--- src/rtl/locked_adder_corruption_monitor_pkg.sv ---
// -----------------------------------------------------------------------------
// lock_mon_pkg
// Shared definitions for the locked-adder corruption monitor:
//   - monitor state encoding (also exported on the debug state port)
//   - default widths for operands, counters and the Hamming accumulator
//   - RES_W: width of the adder result (operand width + carry)
//   - HD_VEC_W: width of a single-vector Hamming distance (0..17 fits in 5)
// -----------------------------------------------------------------------------
package lock_mon_pkg;

    localparam int WIDTH_DEF = 16;
    localparam int CNT_W_DEF = 16;
    localparam int HD_W_DEF  = 32;
    localparam int RES_W     = WIDTH_DEF + 1;
    localparam int HD_VEC_W  = 5;

    typedef enum logic [1:0] {
        IDLE  = 2'd0,
        RUN   = 2'd1,
        DRAIN = 2'd2,
        DONE  = 2'd3
    } lock_mon_state_e;

endpackage

--- src/rtl/locked_adder_corruption_monitor_if.sv ---
// -----------------------------------------------------------------------------
// locked_adder_corruption_monitor_if
// Vector stream into the monitor: one operand pair plus the locked adder's
// result per beat.
//
// Handshake: a beat transfers on a rising clock edge where valid_i and
// ready_o are both 1. valid_i while ready_o is 0 is simply dropped; the
// source is not required to hold data, and the monitor never stalls.
//
// Signals:
//   valid_i       beat present on add1_i/add2_i/locked_res_i
//   ready_o       monitor accepts a beat this cycle
//   add1_i        operand A (WIDTH bits)
//   add2_i        operand B (WIDTH bits)
//   locked_res_i  locked adder result (WIDTH+1 bits)
// Modports: master = vector source, slave = monitor.
// -----------------------------------------------------------------------------
interface locked_adder_corruption_monitor_if #(
    parameter int WIDTH = lock_mon_pkg::WIDTH_DEF
);
    logic             valid_i;
    logic             ready_o;
    logic [WIDTH-1:0] add1_i;
    logic [WIDTH-1:0] add2_i;
    logic [WIDTH:0]   locked_res_i;

    modport master (
        output valid_i,
        output add1_i,
        output add2_i,
        output locked_res_i,
        input  ready_o
    );

    modport slave (
        input  valid_i,
        input  add1_i,
        input  add2_i,
        input  locked_res_i,
        output ready_o
    );
endinterface

--- src/rtl/locked_adder_corruption_monitor_hd_popcount.sv ---
// -----------------------------------------------------------------------------
// hd_popcount
// Combinational population count of a result-difference vector; the count is
// the per-vector Hamming distance between golden and locked results.
// Ports:
//   vec_i  in   IN_W   difference vector (golden ^ locked)
//   cnt_o  out  OUT_W  number of set bits
// -----------------------------------------------------------------------------
module hd_popcount
    import lock_mon_pkg::*;
#(
    parameter int IN_W  = RES_W,
    parameter int OUT_W = HD_VEC_W
) (
    input  logic [IN_W-1:0]  vec_i,
    output logic [OUT_W-1:0] cnt_o
);

    always_comb begin
        cnt_o = '0;
        for (int i = 0; i < IN_W; i++) begin
            cnt_o = cnt_o + OUT_W'(vec_i[i]);
        end
    end

endmodule

--- src/rtl/locked_adder_corruption_monitor.sv ---
// -----------------------------------------------------------------------------
// locked_adder_corruption_monitor
// Sits downstream of a key-locked ripple-carry adder. For each accepted
// operand pair it recomputes the golden (WIDTH+1)-bit sum, XORs it with the
// locked result and popcounts the difference. Over a start-triggered run of
// num_vec_i vectors it accumulates the number of corrupted vectors and the
// total output Hamming distance, quantifying corruption for one trial key.
//
// Ports:
//   clk_i       in   clock, rising edge
//   rst_i       in   asynchronous active-high reset
//   start_i     in   begin a run (sampled only in IDLE)
//   num_vec_i   in   vectors in the run, latched on start
//   vec_if      --   slave side of the vector stream (valid/ready + data)
//   busy_o      out  run in progress (RUN or DRAIN)
//   done_o      out  one-cycle pulse when results are final
//   mism_cnt_o  out  vectors with any wrong result bit (saturating)
//   hd_sum_o    out  sum of per-vector Hamming distances (saturating)
//   max_hd_o    out  largest per-vector Hamming distance of the run
//   state_o     out  current FSM state (debug visibility)
//
// Build option: define MAX_HD_TRACK_EN to track max_hd_o; otherwise it is
// tied to zero and no compare logic exists.
//
// Timing: a vector sampled at edge t lands in S1 at t, S2 at t+1 and the
// accumulators at t+2, i.e. it is visible after the third edge counted from
// the cycle it is presented in.
// -----------------------------------------------------------------------------
module locked_adder_corruption_monitor
    import lock_mon_pkg::*;
#(
    parameter int WIDTH = WIDTH_DEF,
    parameter int CNT_W = CNT_W_DEF,
    parameter int HD_W  = HD_W_DEF
) (
    input  logic                 clk_i,
    input  logic                 rst_i,
    input  logic                 start_i,
    input  logic [CNT_W-1:0]     num_vec_i,
    locked_adder_corruption_monitor_if.slave vec_if,
    output logic                 busy_o,
    output logic                 done_o,
    output logic [CNT_W-1:0]     mism_cnt_o,
    output logic [HD_W-1:0]      hd_sum_o,
    output logic [HD_VEC_W-1:0]  max_hd_o,
    output lock_mon_state_e      state_o
);

    localparam int RW = WIDTH + 1;

    lock_mon_state_e     state;
    logic [CNT_W-1:0]    remaining;
    logic                ready_q;
    logic                accept;
    logic                start_take;

    logic [RW-1:0]       golden;
    logic [RW-1:0]       diff;
    logic [RW-1:0]       s1_diff;
    logic                s1_valid;
    logic [HD_VEC_W-1:0] s1_pop;
    logic [HD_VEC_W-1:0] s2_hd;
    logic                s2_valid;
    logic [HD_W:0]       hd_sum_wide;

    assign vec_if.ready_o = ready_q;
    assign state_o        = state;
    assign accept         = vec_if.valid_i & ready_q;
    assign start_take     = (state == IDLE) & start_i;

    // Golden sum keeps the carry so a dropped carry counts as a corrupted bit.
    assign golden = {1'b0, vec_if.add1_i} + {1'b0, vec_if.add2_i};
    assign diff   = golden ^ vec_if.locked_res_i;

    hd_popcount #(
        .IN_W  (RW),
        .OUT_W (HD_VEC_W)
    ) u_hd_popcount (
        .vec_i (s1_diff),
        .cnt_o (s1_pop)
    );

    // One extra bit catches accumulator overflow for saturation.
    assign hd_sum_wide = {1'b0, hd_sum_o} + (HD_W + 1)'(s2_hd);

    // ---------------- pipeline: S1 diff, S2 Hamming distance -----------------
    always_ff @(posedge clk_i or posedge rst_i) begin
        if (rst_i) begin
            s1_diff  <= '0;
            s1_valid <= 1'b0;
            s2_hd    <= '0;
            s2_valid <= 1'b0;
        end else begin
            s1_valid <= accept;
            if (accept) begin
                s1_diff <= diff;
            end
            s2_valid <= s1_valid;
            s2_hd    <= s1_valid ? s1_pop : '0;
        end
    end

    // ---------------- run control FSM and accumulators -----------------------
    always_ff @(posedge clk_i or posedge rst_i) begin
        if (rst_i) begin
            state      <= IDLE;
            remaining  <= '0;
            ready_q    <= 1'b0;
            busy_o     <= 1'b0;
            done_o     <= 1'b0;
            mism_cnt_o <= '0;
            hd_sum_o   <= '0;
        end else begin
            done_o <= 1'b0;

            // The pipeline is always empty in IDLE, so accumulation never
            // collides with the start-time clear below.
            if (s2_valid) begin
                if (s2_hd != '0 && mism_cnt_o != '1) begin
                    mism_cnt_o <= mism_cnt_o + CNT_W'(1);
                end
                hd_sum_o <= hd_sum_wide[HD_W] ? '1 : hd_sum_wide[HD_W-1:0];
            end

            case (state)
                IDLE: begin
                    if (start_i) begin
                        mism_cnt_o <= '0;
                        hd_sum_o   <= '0;
                        remaining  <= num_vec_i;
                        if (num_vec_i == '0) begin
                            state  <= DONE;
                            done_o <= 1'b1;
                        end else begin
                            state   <= RUN;
                            ready_q <= 1'b1;
                            busy_o  <= 1'b1;
                        end
                    end
                end
                RUN: begin
                    if (accept) begin
                        remaining <= remaining - CNT_W'(1);
                        if (remaining == CNT_W'(1)) begin
                            state   <= DRAIN;
                            ready_q <= 1'b0;
                        end
                    end
                end
                DRAIN: begin
                    if (!s1_valid && !s2_valid) begin
                        state  <= DONE;
                        busy_o <= 1'b0;
                        done_o <= 1'b1;
                    end
                end
                DONE: begin
                    state <= IDLE;
                end
                default: begin
                    state <= IDLE;
                end
            endcase
        end
    end

    // ---------------- optional per-run maximum Hamming distance -------------
`ifdef MAX_HD_TRACK_EN
    always_ff @(posedge clk_i or posedge rst_i) begin
        if (rst_i) begin
            max_hd_o <= '0;
        end else if (start_take) begin
            max_hd_o <= '0;
        end else if (s2_valid && (s2_hd > max_hd_o)) begin
            max_hd_o <= s2_hd;
        end
    end
`else
    assign max_hd_o = '0;
`endif

endmodule
--- src/flat_wrapper.sv ---
// flat-port wrapper written by rule: the top's interface ports become plain ports
module locked_adder_corruption_monitor_flat import lock_mon_pkg::*;
#(
    parameter int WIDTH = WIDTH_DEF,
    parameter int CNT_W = CNT_W_DEF,
    parameter int HD_W  = HD_W_DEF
)
  (clk_i, rst_i, start_i, num_vec_i, busy_o, done_o, mism_cnt_o, hd_sum_o, max_hd_o, state_o, vec_if_valid_i, vec_if_add1_i, vec_if_add2_i, vec_if_locked_res_i, vec_if_ready_o);
  locked_adder_corruption_monitor_if #(.WIDTH(WIDTH)) vec_if_i ();
  input  logic clk_i;
  input  logic rst_i;
  input  logic start_i;
  input  logic [CNT_W-1:0] num_vec_i;
  output logic busy_o;
  output logic done_o;
  output logic [CNT_W-1:0] mism_cnt_o;
  output logic [HD_W-1:0] hd_sum_o;
  output logic [HD_VEC_W-1:0] max_hd_o;
  output lock_mon_state_e state_o;
  input wire logic [$bits(vec_if_i.valid_i)-1:0] vec_if_valid_i;
  input wire logic [$bits(vec_if_i.add1_i)-1:0] vec_if_add1_i;
  input wire logic [$bits(vec_if_i.add2_i)-1:0] vec_if_add2_i;
  input wire logic [$bits(vec_if_i.locked_res_i)-1:0] vec_if_locked_res_i;
  output wire logic [$bits(vec_if_i.ready_o)-1:0] vec_if_ready_o;
  assign vec_if_i.valid_i = vec_if_valid_i;
  assign vec_if_i.add1_i = vec_if_add1_i;
  assign vec_if_i.add2_i = vec_if_add2_i;
  assign vec_if_i.locked_res_i = vec_if_locked_res_i;
  assign vec_if_ready_o = vec_if_i.ready_o;
  locked_adder_corruption_monitor #(.WIDTH(WIDTH), .CNT_W(CNT_W), .HD_W(HD_W)) u_core (.clk_i(clk_i), .rst_i(rst_i), .start_i(start_i), .num_vec_i(num_vec_i), .vec_if(vec_if_i), .busy_o(busy_o), .done_o(done_o), .mism_cnt_o(mism_cnt_o), .hd_sum_o(hd_sum_o), .max_hd_o(max_hd_o), .state_o(state_o));
endmodule
--- config.mk ---
export PLATFORM = sky130hd
export DESIGN_NAME = locked_adder_corruption_monitor_flat
export DESIGN_NICKNAME = d
export VERILOG_FILES = /design/src/rtl/locked_adder_corruption_monitor_pkg.sv /design/src/rtl/locked_adder_corruption_monitor_if.sv /design/src/rtl/locked_adder_corruption_monitor_hd_popcount.sv /design/src/rtl/locked_adder_corruption_monitor.sv /design/src/flat_wrapper.sv
export SDC_FILE = /design/constraint.sdc
export NUM_CORES = 1
export LEC_CHECK = 0
export CAP_MARGIN = 10
export CORE_ASPECT_RATIO = 0.7
export CORE_MARGIN = 3
export CORE_UTILIZATION = 28
export CTS_BUF_LIST = sky130_fd_sc_hd__clkbuf_4 sky130_fd_sc_hd__clkbuf_8
export DETAILED_ROUTE_END_ITERATION = 10
export SLEW_MARGIN = 30
export SYNTH_ARGS = -nofsm -noshare
export SYNTH_HDL_FRONTEND = slang
export SYNTH_SLANG_ARGS = --single-unit
--- constraint.sdc ---
create_clock -name clk_i -period 8.84 [get_ports clk_i]
set_input_delay 1.768 -clock clk_i [delete_from_list [all_inputs] [get_ports clk_i]]
set_output_delay 1.768 -clock clk_i [all_outputs]
set_load 0.05 [all_outputs]
==> results.py <==
metrics = {
    "worst_hold_path": {
        "timing.hold.worst.class": "flip-flop to flip-flop",
        "hold_path_startpoint": "u_core.s1_diff[5]",
        "worst_hold_path_endpoint": "u_core.s1_diff[5]",
        "hold-path-cell-count": 2,
    },
    "die": {
        "die-area_sq_mm": 0.0236,
        "row_count": 44,
        "die_w_um": 182,
        "number_of_placed_i_o_pins": 127,
        "floorplan.initialDensity": 0.290,
        "die_height_um": 130,
        "design.core.area_sq_mm": 0.0211,
    },
    "detailed_routing": {
        "route.detailed.wl_per_inst_um": 14.7,
        "detail_route.drc_violations": 0,
        "route.detailed.vias_per_inst": 4.80,
        "via_count": 5017,
        "drt_first_iter_violations": 237,
        "final_antenna_net_count": 0,
        "drt_wl_total_mm": 15.4,
        "firstDrtPassIters": 4,
    },
    "timing": {
        "max-slew-margin-rel": 0.392,
        "setup_viol": 0,
        "max_freq_mhz": 255,
        "setup_total_negative_slack_ps": 0,
        "period_minus_slack_ps": 3920,
        "worst_pin_slew_ps": 909,
        "timing_hold_violations_final": 0,
        "report.final.slew_viol_count": 0,
        "final_setup_skew_ps": 17.3,
        "final_min_period_over_clock_period": 0.444,
        "unrepaired_setup_endpoints_after_global_routing": "false",
    },
    "synth": {
        "synthesis.instances": 653,
        "sequential_to_total_area_share_from_yosys_stat": 0.381,
        "synth_edf_count": 0,
        "ys_warn_count": 0,
        "dominantRegCellSynth": "sky130_fd_sc_hd__dfrtp_1",
        "share_of_synthesized_registers_carrying_an_async_set_or_reset": 1.00,
        "ys_types": 61,
        "synth.cell_area_sq_mm": 0.00610,
        "synth.ff_latch_count": 93,
        "postSynthAreaPerCell_sq_um": 9.35,
    },
    "setup_path": {
        "worst-endpoint-arrival_ps": 4180,
        "r2r_setup_slack_ps": 5330,
        "regToRegEndpoint": "u_core.s2_hd[1]",
        "crit_path_end_kind": "flip-flop",
        "path_class": "primary input to flip-flop",
        "path_max_fanout": 3,
        "regToRegStartpoint": "u_core.s1_diff[0]",
        "timing.critical_path.from_type": "primary input",
        "cp.required_ps": 9100,
        "reg2reg_depth": 9,
    },
    "clock_network": {
        "cts-resized-gates": 0,
        "htree_num_levels": 3,
        "cts_sink_cnt": 93,
        "numCtsBuffers": 9,
        "clk_path_buf_depth": 2,
        "hold_buffers": 0,
        "clock_tree_from_tritoncts": "yes",
        "clk_pin_slew_ps": 90,
        "post-cts-setup-buffer-count": 0,
        "clk_root_buffer_cell": "sky130_fd_sc_hd__clkbuf_8",
        "worst_skew_pair.late_latency_ps": 360,
    },
    "power": {
        "p_int_uw": 1160,
        "power.sequential.fraction": 0.306,
        "switching_share": 0.431,
        "net-switching-power_uw": 879,
        "cellPowerDensity_mw_per_mm2": 261,
        "lkg_pwr_uw": 0.00337,
        "power.clock.fraction": 0.163,
        "comb_power_share": 0.531,
        "vdd.ir_drop.worst_mv": 0.126,
    },
    "finish": {
        "layout.nets": 877,
        "drive_gt1_frac": 0.0533,
        "count_of_non_filler_cells_in_the_finished_layout": 1045,
        "flow.area_growth_from_synthesis_pct": 27.8,
        "antenna-diode-count": 0,
        "final_design_area_no_fill_sq_mm": 0.00780,
    },
    "placed_design": {
        "placedInstanceArea_sq_mm": 0.00757,
        "dp_cells": 1029,
        "buffer_ports.inserted": 121,
        "gp_routability_congestion": 0.865,
        "hpwlAfterDp_mm": 11.6,
    },
    "run": {
        "maxCapViolCount": 0,
    },
    "global_routing": {
        "grt_usage": 0.131,
        "grt_max_degree": 53,
        "antenna_violations_before_repair": 0,
        "grt_pass1_wl_mm": 25.6,
        "first_global_vias": 4992,
        "grt_overflow": 0,
    },
    "outcome": {
        "run_status": "finished, final reports clean",
    },
}
==> layer usage <==
layer / GRT usage / vias up / wire length [um] / share of wire
met5: 0 / - / 0 / 0
met4: 0.0206 / 0 / 28 / 0.0018
met3: 0.0278 / 2 / 805 / 0.052
met2: 0.199 / 137 / 6410 / 0.42
met1: 0.195 / 2328 / 8120 / 0.53
li1: - / 2550 / - / -
==> synth_stat cells, types with 5 or more instances <==
cell type | number | area, sq um
sky130_fd_sc_hd__a211oi_1 | 8 | 60.1
sky130_fd_sc_hd__a21o_1 | 10 | 75.1
sky130_fd_sc_hd__a21oi_1 | 56 | 280
sky130_fd_sc_hd__a31oi_1 | 7 | 43.8
sky130_fd_sc_hd__and2_1 | 8 | 50.1
sky130_fd_sc_hd__and3_1 | 18 | 113
sky130_fd_sc_hd__buf_4 | 5 | 37.5
sky130_fd_sc_hd__clkbuf_1 | 19 | 71.3
sky130_fd_sc_hd__dfrtp_1 | 93 | 2330
sky130_fd_sc_hd__fa_1 | 13 | 260
sky130_fd_sc_hd__ha_1 | 31 | 388
sky130_fd_sc_hd__inv_1 | 40 | 150
sky130_fd_sc_hd__mux2i_1 | 6 | 60.1
sky130_fd_sc_hd__nand2_1 | 43 | 161
sky130_fd_sc_hd__nand2b_1 | 7 | 43.8
sky130_fd_sc_hd__nand3_1 | 29 | 145
sky130_fd_sc_hd__nand4_1 | 13 | 81.3
sky130_fd_sc_hd__nor2_1 | 33 | 124
sky130_fd_sc_hd__nor3_1 | 14 | 70.1
sky130_fd_sc_hd__o211ai_1 | 6 | 45.0
sky130_fd_sc_hd__o21a_1 | 5 | 37.5
sky130_fd_sc_hd__o21ai_0 | 46 | 230
sky130_fd_sc_hd__o221a_2 | 5 | 56.3
sky130_fd_sc_hd__o22ai_1 | 15 | 93.8
sky130_fd_sc_hd__or3_1 | 5 | 31.3
sky130_fd_sc_hd__xnor2_1 | 26 | 228
sky130_fd_sc_hd__xor2_1 | 40 | 350
==> cell families (layout without fill, tap and decap cells) <==
group,after synthesis,in the layout,synth area share
simple gates,200,200,0.180
fa+ha+maj,44,44,0.106
xor+xnor,66,66,0.0947
buf+inv,69,181,0.0484
other cells,1,5,0.000614
flops,93,93,0.381
mux,6,6,0.00984
compound gates,174,174,0.179
==> state kept, by name, indices dropped and copies added (netlist names), 2 cells and up <==
signal / cells
u_core.state_o: 2
u_core.s1_diff: 17
u_core.hd_sum_o: 32
u_core.mism_cnt_o: 16
u_core.s2_hd: 5
u_core.remaining: 16
==> cells in the final DEF, fill, tap and decap left out, types with 13 or more instances in the layout <==
master	instances
sky130_fd_sc_hd__xor2_1	40
sky130_fd_sc_hd__o22ai_1	15
sky130_fd_sc_hd__and3_1	18
sky130_fd_sc_hd__ha_1	31
sky130_fd_sc_hd__nand3_1	29
sky130_fd_sc_hd__inv_1	39
sky130_fd_sc_hd__nand4_1	13
sky130_fd_sc_hd__clkdlybuf4s50_1	121
sky130_fd_sc_hd__dfrtp_1	93
sky130_fd_sc_hd__a21oi_1	56
sky130_fd_sc_hd__fa_1	13
sky130_fd_sc_hd__xnor2_1	26
sky130_fd_sc_hd__nand2_1	43
sky130_fd_sc_hd__nor2_1	33
sky130_fd_sc_hd__o21ai_0	46
sky130_fd_sc_hd__nor3_1	14
==> how the worst max path moves through the flow <==
stage                      from            endpoint  slack (ps)  cells past startpoint
2_1_floorplan             rst_i       u_core.busy_o        4650                      1
3_3_place_gp   vec_if_add2_i[0]  u_core.s1_diff[16]        4630                     10
3_5_place_dp   vec_if_add2_i[0]  u_core.s1_diff[16]        4540                     10
4_1_cts        vec_if_add2_i[0]  u_core.s1_diff[16]        4930                     10
5_1_grt        vec_if_add1_i[0]  u_core.s1_diff[16]        4700                     10
6_report       vec_if_add2_i[0]  u_core.s1_diff[16]        4920                     10
==> power by group through the flow <==
stage | sequential [uW] | combinational [uW] | clock, uW
floorplan | 713 | 734 | 0
global placement | 629 | 1070 | 0
detailed placement | 631 | 1100 | 0
CTS | 624 | 1100 | 347
global route | 642 | 1240 | 362
finish | 624 | 1080 | 332
==> final cells by class <==
| class | count | area [sq um] |
|---|---|---|
| Timing Repair Buffer | 125 | 1240 |
| Fill cell | 2138 | 13300 |
| Multi-Input combinational cell | 495 | 3500 |
| Clock buffer | 10 | 138 |
| Clock inverter | 6 | 93.8 |
| Tap cell | 276 | 345 |
| Sequential cell | 93 | 2330 |
| Inverter | 40 | 153 |
==> worst max-delay path, cell delays in order <==
cell and delay (ps):
sky130_fd_sc_hd__clkdlybuf4s50_1 460, sky130_fd_sc_hd__ha_1 220, sky130_fd_sc_hd__inv_1 70, sky130_fd_sc_hd__fa_1 390
sky130_fd_sc_hd__nand2b_1 180, sky130_fd_sc_hd__a21oi_1 240, sky130_fd_sc_hd__o21ai_0 200, sky130_fd_sc_hd__a311oi_1 330
sky130_fd_sc_hd__nor3_1 80, sky130_fd_sc_hd__o31ai_1 250
==> through the flow <==
stage	setup slack, ps	total power [uW]	utilization	hold slack, ps
finish	4920	2040	0.370	488
global route	4700	2240	0.370	508
CTS	4930	2070	0.370	495
detailed placement	4540	1730	0.359	473
global placement	4630	1700	0.359	464
floorplan	4650	1450	-	416
Note: power is estimated with default switching activity, not from simulation.
==> patch 1, RTL diff (same settings) <==
Set the package constant `CNT_W_DEF` to 32 (it was 16).
--- a/src/rtl/locked_adder_corruption_monitor_pkg.sv
+++ b/src/rtl/locked_adder_corruption_monitor_pkg.sv
@@ -10,5 +10,5 @@
 
     localparam int WIDTH_DEF = 16;
-    localparam int CNT_W_DEF = 16;
+    localparam int CNT_W_DEF = 32;
     localparam int HD_W_DEF  = 32;
     localparam int RES_W     = WIDTH_DEF + 1;
Ports: changed (resized mism_cnt_o and num_vec_i); port bits go from 127 to 159. No check against the original RTL was run, so the function may have changed too.
==> patch 1 against the original RTL <==
Sequential cell count is 32 higher; synthesized cell count is 32% higher; via count is 36% higher; worst setup slack worse by 130 ps; clock power is 61% higher; first-iteration DRC count is 53% higher; die area is 26% higher; global-route usage is 1.1 points higher; clock skew hardly changed; wire length is 39% higher; synthesized area is 28% higher; total power is 39% lower; final area is 29% higher; critical path type unchanged; critical endpoint is now u_core.s1_diff[12]$_DFFE_PP0P_.
==> patch 1: results (changes against the original RTL) <==
The final weighted congestion of routability-driven global placement was 0.789 (-8.7%). After synthesis, the most frequently instantiated cells are sky130_fd_sc_hd__dfrtp_1, sky130_fd_sc_hd__nor2_1, sky130_fd_sc_hd__nand2_1. The parity-gate share of the synthesized area counting xor and xnor cells came out at 9.45% (-0.017 points). Critical-path cell with the highest stage delay: sky130_fd_sc_hd__o41ai_1. The post-synthesis sequential area ratio was 40.2% (+2.1 points). The logs give 3.60% (+0.82 points) for the met3 demand-to-capacity share in global routing and 362 (+53%) for the number of DRC markers in iteration 0.

The met1 usage was 21.0% (+1.5 points). The arrival time at the worst endpoint came out at 4410 ps (+230 ps). The quantity of I/O buffers inserted on ports was 153 (+26%); the filler cell count was 2,781 (+30%).

The tools report the number of buffers inserted during clock tree synthesis as 17 (+8). The switching portion of total power works out to 25.1% (-18 points). Terminating pin of the worst hold path: u_core.s1_diff[9]$_DFFE_PP0P_. Total cell area at the placement stage: 9670 µm² (+28%). The worst hold path begins at u_core.s1_diff[9]$_DFFE_PP0P_.

The internal power summed over all cells is 931 µW (-20%), and the number of global-route vias before repair is 6,508 (+30%). The logic gate share of total power is 10.9% (-42 points). The largest registers in the layout are u_core.hd_sum_o (32), u_core.mism_cnt_o (32), u_core.remaining (32). The met3 wirelength from detailed routing was 1.22 mm (+51%); the worst slack on hold paths was 482 ps (-6.16 ps). The largest voltage drop on the vdd net was 0.0000800 V (-36%).

The largest net degree at the start of global routing is 71 (+34%). The fraction of the mapped netlist area in adder cells is 8.33% (-2.3 points). For the internal reg-to-reg setup slack, the log shows 5290 ps (-40 ps). The logs give 7780 µm² (+28%) for the area of the mapped netlist and 9.20 mm (+44%) for the met2 layer wire length in the routed design.

The sum of net half-perimeters after detailed placement is 15.8 mm (+36%), and the peak per-stage delay on the critical path is 530 ps (+70 ps). The run gives 536 µW (+61%) as the power drawn by the clock network. The flow ran to the end, and the final reports show no timing, DRC or antenna violations.

The multiplexer share of the synthesized area was 1.54% (+0.56 points); the placement-stage worst setup slack was 4330 ps (-202 ps). The post-route clock skew was 17.2 ps (-0.0892 ps). By area the synthesized netlist is led by sky130_fd_sc_hd__dfrtp_1, sky130_fd_sc_hd__xor2_1, sky130_fd_sc_hd__ha_1.

Area fraction in compound gates after synthesis: 15.4% (-2.4 points). The maximum level of the CTS H-tree is 4 (+1), and the clock-pin slew on the worst setup and hold paths is 70 ps (-20 ps). The detailed-routing wirelength on met1 was 10.8 mm (+33%). The run gives 4.10 nW (+22%) as the static leakage. Number of vias in the routed layout: 6,799 (+36%).

For the fraction of met2 tracks used by global routing, the log shows 21.2% (+1.3 points).
-- patch 1: changes by cell type in the layout (fill, tap and decap cells not counted), moves of 14 or more --
| cell | before | now |
|---|---|---|
| sky130_fd_sc_hd__a21oi_1 | 56 | 72 |
| sky130_fd_sc_hd__nor2_1 | 33 | 80 |
| sky130_fd_sc_hd__clkdlybuf4s50_1 | 121 | 153 |
| sky130_fd_sc_hd__nand2_1 | 43 | 74 |
| sky130_fd_sc_hd__dfrtp_1 | 93 | 125 |
| sky130_fd_sc_hd__o22ai_1 | 15 | 29 |
| sky130_fd_sc_hd__nand3_1 | 29 | 48 |
-- patch 1: area by class of cell --
cell class	instances	share of cell area (%)
antenna	1	0.0248
timing repair buffer	156	15.4
sequential	125	31.0
tap	364	4.52
clock inverter	11	1.41
clock buffer	20	2.61
multi-input combinational	667	43.4
inverter	42	1.61
==> patch 2, RTL diff (config.mk and constraints unchanged) <==
Made on the original files. Register the output `mism_cnt_o` once more, without a reset; this adds one clock of latency there. The other outputs are not delayed to match.
--- a/src/rtl/locked_adder_corruption_monitor.sv
+++ b/src/rtl/locked_adder_corruption_monitor.sv
@@ -48,4 +48,6 @@
 
     localparam int RW = WIDTH + 1;
+
+    logic [CNT_W-1:0] mism_cnt_s0;
 
     lock_mon_state_e     state;
@@ -109,5 +111,5 @@
             busy_o     <= 1'b0;
             done_o     <= 1'b0;
-            mism_cnt_o <= '0;
+            mism_cnt_s0 <= '0;
             hd_sum_o   <= '0;
         end else begin
@@ -117,6 +119,6 @@
             // collides with the start-time clear below.
             if (s2_valid) begin
-                if (s2_hd != '0 && mism_cnt_o != '1) begin
-                    mism_cnt_o <= mism_cnt_o + CNT_W'(1);
+                if (s2_hd != '0 && mism_cnt_s0 != '1) begin
+                    mism_cnt_s0 <= mism_cnt_s0 + CNT_W'(1);
                 end
                 hd_sum_o <= hd_sum_wide[HD_W] ? '1 : hd_sum_wide[HD_W-1:0];
@@ -126,5 +128,5 @@
                 IDLE: begin
                     if (start_i) begin
-                        mism_cnt_o <= '0;
+                        mism_cnt_s0 <= '0;
                         hd_sum_o   <= '0;
                         remaining  <= num_vec_i;
@@ -180,3 +182,7 @@
 `endif
 
+    always_ff @(posedge clk_i) begin
+        mism_cnt_o <= mism_cnt_s0;
+    end
+
 endmodule
Function: changed (Yosys sat finds a counterexample within 10 cycles, from zero or initial values and one cycle with rst_i high).
==> patch 2 against the original RTL <==
Hold slack worse by 43 ps; core utilization about the same; worst setup slack worse by 210 ps; combinational power up 34%; cell count up 5.8%; wire length up 1.9%; total power up 23%; synthesized area up 5.2%; fmax down 5.0%; sequential cell count up 16; critical endpoint unchanged; synthesized cell count up 3.8%; final area up 4.8%; largest cell class unchanged.
==> patch 2: results (changes against the original RTL) <==
Wire length of the first global-routing pass: 26.6 mm (+4.1%). The filler cell count came out at 2,248 (+5.1%). The logs give 41.2% (+3.1 points) for the post-synthesis sequential area ratio and 1,106 (+5.8%) for the final standard cell count with taps included and fillers excluded. The total cell area at the placement stage was 7970 µm² (+5.2%). After synthesis, the most frequently instantiated cells are sky130_fd_sc_hd__dfrtp_1, sky130_fd_sc_hd__nand2_1, sky130_fd_sc_hd__a21oi_1.

The actual slew at the worst max-slew pin is 935 ps (+26.6 ps). The internal power summed over all cells was 1.37 mW (+18%). The inverter count of the layout excluding clock inverters works out to 44 (+10%). The run gives 4440 ps (+260 ps) as the arrival time at the worst endpoint. The tools report the sequential cell power as 729 µW (+17%). The final weighted congestion of routability-driven global placement is 0.789 (-8.7%). The startpoint of the most critical hold path was u_core.mism_cnt_s0[11]$_DFF_PP0_.

The clock-pin slew on the worst setup and hold paths works out to 120 ps (+30 ps). The peak per-stage delay on the critical path is 510 ps (+50 ps). The largest net degree at the start of global routing is 77 (+45%), and the number of synthesized register bits is 109 (+17%). Number of nets at the end of the flow: 909 (+3.6%). The number of distinct library cells after synthesis is 62 (+1.6%). The multi-input combinational cell count is 506 (+2.2%). Broken down by cell family, the worst path's largest delay share belongs to simple AND/OR/NAND/NOR gates. The number of vias in the routed layout is 5,296 (+5.6%), and the proportion of final cell area spent on non-clock buffers is 15.3% (-0.59 points). The fraction of layout instances using a drive strength above 1 is 5.12% (-0.21 points). The number of DRC markers in iteration 0 is 322 (+36%).

The flow ran to the end, and the final reports show no timing, DRC or antenna violations. The internal reg-to-reg setup slack was 5320 ps (about the same). Routed wirelength normalized by instance count: 14.2 µm (-3.7%). Switching portion of total power: 45.0% (+1.9 points). Power drawn by the clock network: 322 µW (-3%). The placement-stage worst setup slack was 4310 ps (-228 ps); the largest voltage drop on the vdd net was 0.000221 V (+76%). The number of non-clock buffers works out to 126 (+0.80%). The overall track demand over capacity in global routing was 13.0% (-0.093 points). For hold timing, the worst endpoint is u_core.mism_cnt_o[11]$_DFF_P_. The mean post-synth cell area is 9.48 µm² (+1.4%).
-- patch 2: cell types whose count changed after synthesis, sizes merged, moves of 6 or more --
cell	change
nand2	+23
nand3	-8
nor2	+12
xor2	-16
dfxtp	+16
xnor2	+15
or3	-6
and3	-9
clkbuf	-6
o21ai	-12
-- patch 2: per-layer routing --
layer	vias up	GRT usage (%)	part of all wire [%]
li1	2640	-	-
met1	2491	19.7	53
met2	152	18.5	40
met3	13	3.42	5.9
met4	0	2.69	0.89
met5	-	0	0
-- patch 2: logic make-up after synthesis --
group / after synthesis / share of synthesized area [%]
adder cells (fa/ha/maj): 44 / 10.1
XOR/XNOR: 65 / 8.86
other: 1 / 0.0584
AND/OR/NAND/NOR: 211 / 16.6
flip-flops: 109 / 41.2
multiplexers: 11 / 1.73
AO/OA/AOI/OAI: 170 / 17.2
buffers and inverters: 67 / 4.28
